`config.mk`:
```
export PLATFORM = sky130hd
export DESIGN_NAME = occupancy_counter
export DESIGN_NICKNAME = d
export VERILOG_FILES = /design/src/rtl/occupancy_counter.sv
export SDC_FILE = /design/constraint.sdc
export NUM_CORES = 1
export LEC_CHECK = 0
export ABC_AREA = 1
export CORE_MARGIN = 3
export CORE_UTILIZATION = 50
export CTS_BUF_LIST = sky130_fd_sc_hd__clkbuf_8
export CTS_CLUSTER_SIZE = 14
export DETAILED_ROUTE_END_ITERATION = 8
export GPL_TIMING_DRIVEN = 0
export PLACE_DENSITY_LB_ADDON = 0.08
export SLEW_MARGIN = 20
export SYNTH_ARGS = -nofsm -noshare
export SYNTH_HDL_FRONTEND = slang
export SYNTH_SLANG_ARGS = --single-unit
```
`constraint.sdc`:
```
create_clock -name clk -period 8.97 [get_ports clk]
set_input_delay 1.794 -clock clk [delete_from_list [all_inputs] [get_ports clk]]
set_output_delay 1.794 -clock clk [all_outputs]
set_load 0.02 [all_outputs]
```
`src/rtl/occupancy_counter.sv`:
```
// rtl/occupancy_counter.sv - bidirectional doorway occupancy counter with per-door filtering
module occupancy_counter #(
    parameter int NUM_DOORS = 2,
    parameter int WIDTH     = 4,
    parameter int MAX_COUNT = 15,
    parameter int FILTER    = 2
) (
    input  logic                 clk,
    input  logic                 rst,
    input  logic [NUM_DOORS-1:0] sens_a,
    input  logic [NUM_DOORS-1:0] sens_b,
    output logic [WIDTH-1:0]     count,
    output logic                 full,
    output logic                 empty,
    output logic [NUM_DOORS-1:0] entry_evt,
    output logic [NUM_DOORS-1:0] exit_evt,
    output logic                 sat_err
);

    localparam int CW = $clog2(FILTER + 1);
    localparam int SW = WIDTH + 4;
    localparam logic signed [SW-1:0] MAX_S = SW'(MAX_COUNT);

    typedef enum logic [2:0] {IDLE, EN1, EN2, EN3, EX1, EX2, EX3} door_state_t;

    // Pairs are packed as {a, b}
    logic [1:0]          sync1 [NUM_DOORS];
    logic [1:0]          sync2 [NUM_DOORS];
    logic [1:0]          acc   [NUM_DOORS];
    logic [CW-1:0]       stab  [NUM_DOORS];
    logic [CW:0]         run   [NUM_DOORS];
    logic [NUM_DOORS-1:0] stable;
    logic [NUM_DOORS-1:0] acc_upd;

    door_state_t          state_q [NUM_DOORS];
    door_state_t          state_d [NUM_DOORS];
    logic [NUM_DOORS-1:0] entry_d;
    logic [NUM_DOORS-1:0] exit_d;

    logic signed [SW-1:0] net;
    logic signed [SW-1:0] sum;
    logic [WIDTH-1:0]     next_count;
    logic                 clip;

    // Two-flop synchroniser on every raw sensor bit
    always_ff @(posedge clk or posedge rst) begin
        if (rst) begin
            for (int d = 0; d < NUM_DOORS; d++) begin
                sync1[d] <= 2'b00;
                sync2[d] <= 2'b00;
            end
        end else begin
            for (int d = 0; d < NUM_DOORS; d++) begin
                sync1[d] <= {sens_a[d], sens_b[d]};
                sync2[d] <= sync1[d];
            end
        end
    end

    // A pair counts as stable when the next synchronised sample already matches it,
    // so a change is accepted FILTER cycles after it appears at the synchroniser output
    always_comb begin
        for (int d = 0; d < NUM_DOORS; d++) begin
            run[d]    = {1'b0, stab[d]} + {{CW{1'b0}}, 1'b1};
            stable[d] = (sync1[d] == sync2[d]) && (sync2[d] != acc[d]);
        end
    end

    // Glitch filter: promote the synchronised pair once it has held long enough
    always_ff @(posedge clk or posedge rst) begin
        if (rst) begin
            acc_upd <= '0;
            for (int d = 0; d < NUM_DOORS; d++) begin
                acc[d]  <= 2'b00;
                stab[d] <= '0;
            end
        end else begin
            for (int d = 0; d < NUM_DOORS; d++) begin
                acc_upd[d] <= 1'b0;
                if (!stable[d]) begin
                    stab[d] <= '0;
                end else if (run[d] >= (CW + 1)'(FILTER)) begin
                    acc[d]     <= sync2[d];
                    acc_upd[d] <= 1'b1;
                    stab[d]    <= '0;
                end else begin
                    stab[d] <= run[d][CW-1:0];
                end
            end
        end
    end

    // Door FSM state registers
    always_ff @(posedge clk or posedge rst) begin
        if (rst) begin
            for (int d = 0; d < NUM_DOORS; d++) state_q[d] <= IDLE;
        end else begin
            for (int d = 0; d < NUM_DOORS; d++) state_q[d] <= state_d[d];
        end
    end

    // Direction decode; only reacts to a freshly accepted pair, anything unexpected aborts to IDLE
    always_comb begin
        for (int d = 0; d < NUM_DOORS; d++) begin
            state_d[d] = state_q[d];
            entry_d[d] = 1'b0;
            exit_d[d]  = 1'b0;
            if (acc_upd[d]) begin
                state_d[d] = IDLE;
                case (state_q[d])
                    IDLE: begin
                        if (acc[d] == 2'b10)      state_d[d] = EN1;
                        else if (acc[d] == 2'b01) state_d[d] = EX1;
                    end
                    EN1: if (acc[d] == 2'b11) state_d[d] = EN2;
                    EN2: begin
                        if (acc[d] == 2'b01)      state_d[d] = EN3;
                        else if (acc[d] == 2'b10) state_d[d] = EN1;
                    end
                    EN3: begin
                        if (acc[d] == 2'b00)      entry_d[d] = 1'b1;
                        else if (acc[d] == 2'b11) state_d[d] = EN2;
                    end
                    EX1: if (acc[d] == 2'b11) state_d[d] = EX2;
                    EX2: begin
                        if (acc[d] == 2'b10)      state_d[d] = EX3;
                        else if (acc[d] == 2'b01) state_d[d] = EX1;
                    end
                    EX3: begin
                        if (acc[d] == 2'b00)      exit_d[d] = 1'b1;
                        else if (acc[d] == 2'b11) state_d[d] = EX2;
                    end
                    default: state_d[d] = IDLE;
                endcase
            end
        end
    end

    // Net change across all doors, applied with clamping so opposing events cancel first
    always_comb begin
        net = '0;
        for (int d = 0; d < NUM_DOORS; d++) begin
            if (entry_d[d]) net = net + SW'(1);
            if (exit_d[d])  net = net - SW'(1);
        end
        sum  = $signed({4'b0000, count}) + net;
        clip = 1'b0;
        if (sum < 0) begin
            next_count = '0;
            clip       = 1'b1;
        end else if (sum > MAX_S) begin
            next_count = WIDTH'(MAX_COUNT);
            clip       = 1'b1;
        end else begin
            next_count = sum[WIDTH-1:0];
        end
    end

    // Registered outputs: count, flags and event pulses all update on the same edge
    always_ff @(posedge clk or posedge rst) begin
        if (rst) begin
            count     <= '0;
            full      <= 1'b0;
            empty     <= 1'b1;
            sat_err   <= 1'b0;
            entry_evt <= '0;
            exit_evt  <= '0;
        end else begin
            count     <= next_count;
            full      <= (next_count == WIDTH'(MAX_COUNT));
            empty     <= (next_count == '0);
            sat_err   <= clip;
            entry_evt <= entry_d;
            exit_evt  <= exit_d;
        end
    end

endmodule

```
==> summary.md, run 1 <==
| Metric | Value |
|---|---|
| Outcome | complete, no violations |
| Part of the Yosys area used for sequential elements | 0.4251 |
| Most frequent cells in the layout | sky130_fd_sc_hd__nand2_1 (47), sky130_fd_sc_hd__inv_1 (37), sky130_fd_sc_hd__dfrtp_1 (34) |
| Total Routed Length | 3.366 mm |
| # placed instances | 299 |
| Area of the core region | 3826 um2 |
| Number of diodes added for antenna fixing | 0 |
| Hold buffer count at cts | 0 |
| Global placement routability congestion | 0.8043 |
| Count of different cell masters after synthesis | 24 |
| Worst setup path end | full |
| Count of buffers inserted at the top-level ports | 16 |
| Count of TritonRoute iterations in the first routing pass | 4 |
| Final Hold Fails | 0 |
| Die X-Extent | 70.24 um |
| Endpoint required time on the critical path | ~9.1 ns |
| Critical Setup Path Class | register to register |
| Nature of the critical path endpoint | register |
| Synthesized net count | 265 |
| Worst rel slew slack | 0.5256 |
| Worst voltage drop across the vdd grid | 0.1067 mV |
| Post-Route Skew | 0.005631 ns |
| Final Critical Period | between 3 and 4 ns |
| Startpoint of the most critical register-to-register path | acc[0] |
| Iteration-0 DRC Markers | 65 |
| Total number of H-tree levels | 2 |
| Worst reg2reg path endpoint | full |
| Via count of the first global-routing pass | roughly 1500 |
| Setup TNS | 0 ns |
| Number of max-cap violations | 0 |
| Most common library cell in the layout ignoring fill and taps | sky130_fd_sc_hd__nand2_1 |
| Worst min-delay path class | register to register |
| Final-report max-slew violation count | 0 |
| # nets final | 288 |
| Initial antenna violation count | 0 |
| Pin count of the biggest net entering global routing | 36 |
| Clock root cell | sky130_fd_sc_hd__clkbuf_8 |
| Clock tree from TritonCTS | built |
| Type of origin of the critical path | register |
| Actual slew at the worst max-slew pin | 0.7105 ns |
| Number of warnings printed during yosys synthesis | 0 |
| Final-report setup violation count | 0 |
| Number of synthesized register bits | 35 |
| Remaining routing DRC violations | 0 |
| CTS sink count | 35 |
| Number of CTS-inserted buffers | 5 |
| Number of cells produced by synthesis | 235 |
| Row count | 22 |
| Maximum achievable frequency | about 0.26 GHz |
| Area growth syn-to-layout | 14.80% |
| Count of placed standard cells in the final layout, fillers left out | 307 |
| Critical path origin | acc[0] |
| Clock latency at the later pin of the worst-skew pair | ~0.28 ns |
| Setup slack, reg-to-reg | 5.19 ns |
| Number of antenna-violating nets in the routed design | 0 |
| CP Data Arrival Time | a little under 4 ns |
| Post-synth design cell area | about 2100 um2 |
| RSZ-0062 raised after global routing | no |
| Average routed wire per standard cell | approximately 11 um |
| Share of cells above drive strength 1 | 0.1158 |
| Die H | between 70 and 80 um |
| Post-DP HPWL | 2.556 mm |
| Sum of overflow across all layers after global routing | 0 |
| PwrDens | 175.1 nW/um2 |
| R2R cell count | 21 |
| Via count normalized by instance count | 5.013 |
| First-pass GRT wire length | between 6 and 7 mm |
| Top fanout value on the critical path | 5 |
| Total routing usage reported by global routing | 0.1577 |
| I/O pin count | 17 |
| Post-CTS Resized | 0 |
| Post-CTS setup buffers | 0 |
| Via count | 1539 |
| Post-synthesis average cell area | 8.780 um2 |
| Register clock-pin slew on the reported worst setup and hold paths | 0.07 ns |
| Leakage power total | around 1.2 nW |
| CTS max path bufs | 2 |
| Share of the cycle needed by the critical path after routing | 0.4213 |
| Number of fillers in the final layout | around 350 |
| Die Outline Area | 4933 um2 |
| Starting utilization of the core area | 0.5392 |
==> report_power, final <==
part	internal [mW]	switching, mW
Sequential	0.180	0.0288
Combinational	0.0389	0.0597
Clock	0.0530	0.0538
==> flip-flops by register name, summed over array words and instances (netlist names) <==
signal     cells
empty          1
sync1          4
full           1
count          4
entry_evt      2
stab           4
acc            4
exit_evt       2
acc_upd        2
state_q        6
sat_err        1
sync2          4
==> cells in the mapped netlist <==
cell                       number  area share
sky130_fd_sc_hd__o211ai_2       1      0.0061
sky130_fd_sc_hd__ha_1          22        0.13
sky130_fd_sc_hd__a31oi_1        2      0.0061
sky130_fd_sc_hd__xnor2_1        4       0.017
sky130_fd_sc_hd__nor2_1        13       0.024
sky130_fd_sc_hd__dfstp_2        1       0.013
sky130_fd_sc_hd__o21ai_0       11       0.027
sky130_fd_sc_hd__fa_1           2       0.019
sky130_fd_sc_hd__nand2_2        9       0.027
sky130_fd_sc_hd__o21bai_1       1      0.0036
sky130_fd_sc_hd__nor2_2         4       0.012
sky130_fd_sc_hd__inv_1         37       0.067
sky130_fd_sc_hd__dfrtp_1       34        0.41
sky130_fd_sc_hd__clkinv_2       1      0.0024
sky130_fd_sc_hd__nor3_1         7       0.017
sky130_fd_sc_hd__xor2_1         7       0.030
sky130_fd_sc_hd__nand3_1       20       0.049
sky130_fd_sc_hd__a21oi_2        3       0.013
sky130_fd_sc_hd__o21a_1         1      0.0036
sky130_fd_sc_hd__nand3_2        2      0.0097
sky130_fd_sc_hd__o311ai_0       2      0.0085
sky130_fd_sc_hd__nand2_1       47       0.086
sky130_fd_sc_hd__nand2_4        1      0.0055
sky130_fd_sc_hd__nand4_1        3      0.0091
==> critical path, stage by stage, from the launching register on <==
cell                       delay (ns)
sky130_fd_sc_hd__dfrtp_1         0.40
sky130_fd_sc_hd__inv_1           0.11
sky130_fd_sc_hd__ha_1            0.22
sky130_fd_sc_hd__nand2_2         0.10
sky130_fd_sc_hd__clkinv_2        0.08
sky130_fd_sc_hd__nand2_2         0.13
sky130_fd_sc_hd__inv_1           0.10
sky130_fd_sc_hd__fa_1            0.51
sky130_fd_sc_hd__inv_1           0.06
sky130_fd_sc_hd__a21oi_2         0.11
sky130_fd_sc_hd__nand2_2         0.09
sky130_fd_sc_hd__ha_1            0.27
sky130_fd_sc_hd__o21a_1          0.19
sky130_fd_sc_hd__ha_1            0.33
sky130_fd_sc_hd__inv_1           0.10
sky130_fd_sc_hd__o21ai_0         0.07
sky130_fd_sc_hd__a31oi_1         0.34
sky130_fd_sc_hd__xor2_1          0.11
sky130_fd_sc_hd__inv_1           0.07
sky130_fd_sc_hd__nand3_1         0.08
sky130_fd_sc_hd__nor2_2          0.12
sky130_fd_sc_hd__a21oi_2         0.06
==> metal layers <==
layer  global-route usage  wire length, um
met1               0.2056             1669
met2               0.2412             1494
met3              0.03885              140
met4              0.08085               61
met5                    0                0
==> stage by stage <==
stage	setup slack [ns]	area [um2]	total power, mW	hold slack [ns]	util
after floorplan	5.519	2063	0.2827	0.3729	-
after global placement	5.248	2283	0.3072	0.3759	0.5968
after detailed placement	5.193	2283	0.3102	0.3846	0.5968
after CTS	5.165	2369	0.4206	0.4029	0.6190
after global routing	4.780	2369	0.4485	0.4075	0.6190
final	5.191	2369	0.4148	0.3988	0.6190
==> layout make-up <==
type	instances	area, um2	share of cell area
multi-input combinational	162	1042	0.4400
tap	48	60.06	0.02536
clock inverter	3	16.27	0.006867
sequential	35	877.1	0.3703
timing repair buffer	16	160.2	0.06762
inverter	38	143.9	0.06075
clock buffer	5	68.82	0.02905
==> logic make-up (layout without fill, tap and decap cells) <==
| kind of cell | after synthesis | count (layout) | share of synthesized area |
|---|---|---|---|
| DFF | 35 | 35 | 0.4251 |
| adders and majority gates | 24 | 24 | 0.1528 |
| AOI/OAI and AO/OA | 21 | 21 | 0.06732 |
| xor gates and xnor gates | 11 | 11 | 0.04669 |
| buffers and inverters | 38 | 62 | 0.06974 |
| and+or+nand+nor | 106 | 106 | 0.2383 |
==> worst min path at each step <==
stage,start,depth (start not counted),to
after CTS,sync1[2],0,sync2[2]
final,sync1[1],0,sync2[1]
after floorplan,sync1[0],0,sync2[0]
after global placement,sync1[1],0,sync2[1]
after detailed placement,sync1[1],0,sync2[1]
after global routing,sync1[1],0,sync2[1]
Power figures use the tool's default switching activity.
==> inputs of run 2 (changes only) <==
==> constraint.sdc (replaced) <==
create_clock -name clk -period 3.3 [get_ports clk]
set_input_delay 0.66 -clock clk [delete_from_list [all_inputs] [get_ports clk]]
set_output_delay 0.66 -clock clk [all_outputs]
set_load 0.02 [all_outputs]
==> summary.md, run 2 (synthesized netlist as in run 1, its figures left out) <==
| Metric | Value |
|---|---|
| Setup TNS | 0 ns (unchanged) |
| Total Routed Length | 3.810 mm (was 3.366 mm) |
| Final-report max-slew violation count | 0 (unchanged) |
| Area of the core region | 3826 um2 (unchanged) |
| Worst voltage drop across the vdd grid | 0.3137 mV (was 0.1067 mV) |
| Most common library cell in the layout ignoring fill and taps | sky130_fd_sc_hd__nand2_1 (unchanged) |
| Share of cells above drive strength 1 | 0.2645 (was 0.1158) |
| Count of placed standard cells in the final layout, fillers left out | 324 (was 307) |
| Via count of the first global-routing pass | 1595 (was 1513) |
| Hold Path Cell Cnt | 0 (unchanged) |
| Clock tree from TritonCTS | built (unchanged) |
| Post-layout worst setup margin | 0.09730 ns (was 5.191 ns) |
| Type of origin of the critical path | register (unchanged) |
| Clock root cell | sky130_fd_sc_hd__clkbuf_8 (unchanged) |
| Clock latency at the later pin of the worst-skew pair | 0.28 ns (about the same) |
| Most frequent cells in the layout | sky130_fd_sc_hd__nand2_1 (45), sky130_fd_sc_hd__dfrtp_1 (33), sky130_fd_sc_hd__inv_1 (28) (was sky130_fd_sc_hd__nand2_1 (47), sky130_fd_sc_hd__inv_1 (37), sky130_fd_sc_hd__dfrtp_1 (34)) |
| Cells along the critical path | inv_2 > ha_4 > nand3_4 > inv_2 > fa_1 > inv_2 > a21oi_2 > nand2_2 > ha_4 > o21a_1 > ha_4 > inv_2 > o21ai_2 > a31oi_4 > xor2_1 > inv_1 > nand3_2 > nor2_2 > a21oi_2 (was inv_1 > ha_1 > nand2_2 > clkinv_2 > nand2_2 > inv_1 > fa_1 > inv_1 > a21oi_2 > nand2_2 > ha_1 > o21a_1 > ha_1 > inv_1 > o21ai_0 > a31oi_1 > xor2_1 > inv_1 > nand3_1 > nor2_2 > a21oi_2) |
| Final-report setup violation count | 0 (unchanged) |
| CP Data Arrival Time | 3.37 ns (was 3.95 ns) |
| Number of fillers in the final layout | 315 (was 348) |
| Post-DP HPWL | 2.642 mm (was 2.556 mm) |
| Setup slack at placement | -0.3291 ns (was 5.193 ns) |
| Number of max-cap violations | 0 (unchanged) |
| Average routed wire per standard cell | 11.76 um (was 10.96 um) |
| Leakage power total | 1.357 nW (was 1.247 nW) |
| CTS sink count | 35 (unchanged) |
| Count of TritonRoute iterations in the first routing pass | 4 (unchanged) |
| Worst rel slew slack | 0.5181 (was 0.5256) |
| RSZ-0062 raised after global routing | yes (was no) |
| Number of CTS-inserted buffers | 5 (unchanged) |
| Actual slew at the worst max-slew pin | 0.7217 ns (was 0.7105 ns) |
| Worst min-delay path class | register to register (unchanged) |
| Iteration-0 DRC Markers | 66 (was 65) |
| I/O pin count | 17 (unchanged) |
| Die Outline Area | 4933 um2 (unchanged) |
| Critical Setup Path Class | register to register (unchanged) |
| Startpoint of the most critical register-to-register path | acc[2] (was acc[0]) |
| Remaining routing DRC violations | 0 (unchanged) |
| Number of diodes added for antenna fixing | 0 (unchanged) |
| CTS max path bufs | 2 (unchanged) |
| Endpoint required time on the critical path | 3.47 ns (was 9.14 ns) |
| Global placement routability congestion | 0.8139 (was 0.8043) |
| Share of the cycle needed by the critical path after routing | 0.9705 (was 0.4213) |
| Total routing usage reported by global routing | 0.1665 (was 0.1577) |
| Via count | 1586 (was 1539) |
| Post-Route Skew | 0.005268 ns (was 0.005631 ns) |
| Outcome | complete, no violations (unchanged) |
| Cell with the largest stage delay on the worst path | sky130_fd_sc_hd__fa_1 (unchanged) |
| Count of buffers inserted at the top-level ports | 16 (unchanged) |
| Number of antenna-violating nets in the routed design | 0 (unchanged) |
| Row count | 22 (unchanged) |
| Starting utilization of the core area | 0.5392 (unchanged) |
| Setup slack, reg-to-reg | 0.1 ns (was 5.19 ns) |
| Register clock-pin slew on the reported worst setup and hold paths | 0.07 ns (about the same) |
| Final Hold Fails | 0 (unchanged) |
| Pin count of the biggest net entering global routing | 36 (unchanged) |
| Worst reg2reg path endpoint | full (unchanged) |
| Most prevalent standard cell on the critical path | sky130_fd_sc_hd__inv_2 (was sky130_fd_sc_hd__inv_1) |
| Via count normalized by instance count | 4.895 (was 5.013) |
| Area growth syn-to-layout | 28.02% (was 14.80%) |
| R2R cell count | 19 (was 21) |
| Top fanout value on the critical path | 4 (was 5) |
| # placed instances | 299 (unchanged) |
| Nature of the critical path endpoint | register (unchanged) |
| Die X-Extent | 70.24 um (unchanged) |
| Top register by number of flip-flops | state_q (unchanged) |
| Flip-flop count of the largest register after layout | 6 (unchanged) |
| Origin of the worst min-delay path | sync1[2] (was sync1[1]) |
| Total number of H-tree levels | 2 (unchanged) |
| Die H | 70.24 um (unchanged) |
| # nets final | 305 (was 288) |
| PwrDens | 476.5 nW/um2 (was 175.1 nW/um2) |
| Sum of overflow across all layers after global routing | 0 (unchanged) |
| Maximum achievable frequency | 0.3122 GHz (was 0.2646 GHz) |
| First-pass GRT wire length | 6.727 mm (was 6.279 mm) |
| Worst min-delay path endpoint | sync2[2] (was sync2[1]) |
| Initial antenna violation count | 0 (unchanged) |
| CP peak stage delay | 0.55 ns (was 0.51 ns) |
| Final Critical Period | 3.203 ns (was 3.779 ns) |
[run 2: changes by cell type in the layout (fill, tap and decap cells not counted), moves of 2 or more]
cell,previous run,this run
sky130_fd_sc_hd__a31oi_1,2,0
sky130_fd_sc_hd__inv_1,37,28
sky130_fd_sc_hd__inv_2,1,10
sky130_fd_sc_hd__ha_4,0,4
sky130_fd_sc_hd__ha_1,22,18
sky130_fd_sc_hd__nand2_1,47,45
sky130_fd_sc_hd__buf_4,0,17
sky130_fd_sc_hd__nand3_1,20,16
sky130_fd_sc_hd__nand2_4,1,3
sky130_fd_sc_hd__nand3_2,2,5
[run 2: where the power goes]
part,switching (mW),internal [mW],leakage (nW),total (mW)
logic,0.217,0.195,0.850,0.411
clock network,0.146,0.142,0.0505,0.288
registers,0.0674,0.492,0.457,0.559
total,0.430,0.828,1.36,1.26
[run 2: how the worst max path moves through the flow]
stage	cells after the start	slack (ns)	startpoint	to
after floorplan	21	0.01	acc[0]	full
after global placement	19	-0.27	acc[2]	empty
after detailed placement	19	-0.33	acc[2]	empty
after CTS	21	0.009	acc[0]	empty
after global routing	19	-0.05	acc[2]	full
final	19	0.1	acc[2]	full
[run 2: stage by stage]
| step | util | cell area, um2 | power (mW) | hold WS [ns] |
|---|---|---|---|---|
| 6_report | 0.6903 | 2641 | 1.259 | 0.3988 |
| 4_1_cts | 0.6629 | 2536 | 1.198 | 0.4053 |
| 5_1_grt | 0.6903 | 2641 | 1.359 | 0.4100 |
| 3_3_place_gp | 0.6024 | 2305 | 0.8406 | 0.3786 |
| 3_5_place_dp | 0.6024 | 2305 | 0.8496 | 0.3899 |
| 2_1_floorplan | - | 2085 | 0.7707 | 0.3729 |
[run 2: area by class of cell]
class	count	area, um2	share of cell area
clock inverters	3	12.51	0.004737
well taps	48	60.06	0.02274
flip-flops and latches	35	878.3	0.3325
clock buffers	5	68.82	0.02605
inverters	38	150.1	0.05685
repair buffers	33	287.8	0.1090
multi-input cells	162	1184	0.4481
[run 2: repair_timing]
action / in CTS / in global routing
hold buffers: 0 / 0
resized for setup: 15 / 16
cloned: 0 / 0
pin swaps: 9 / 12
buffers inserted: 12 / 5
hold endpoints to repair: 0 / 0
endpoints found under the setup margin: 7 / 7
[run 2: critical path: cells and delay by family (launching register included)]
family                     cells  cell delay, ns
adders and majority gates      4            1.21
buffers and inverters          5            0.32
AOI/OAI and AO/OA              5            0.58
DFF                            1            0.38
xor gates and xnor gates       1            0.19
and+or+nand+nor                4            0.38
[run 2: metal layers]
layer,up-vias,track usage,routed length (um)
li1,826,-,-
met4,0,0.05106,8
met3,2,0.03309,213
met2,34,0.2723,1883
met1,724,0.2213,1704
met5,-,0,0
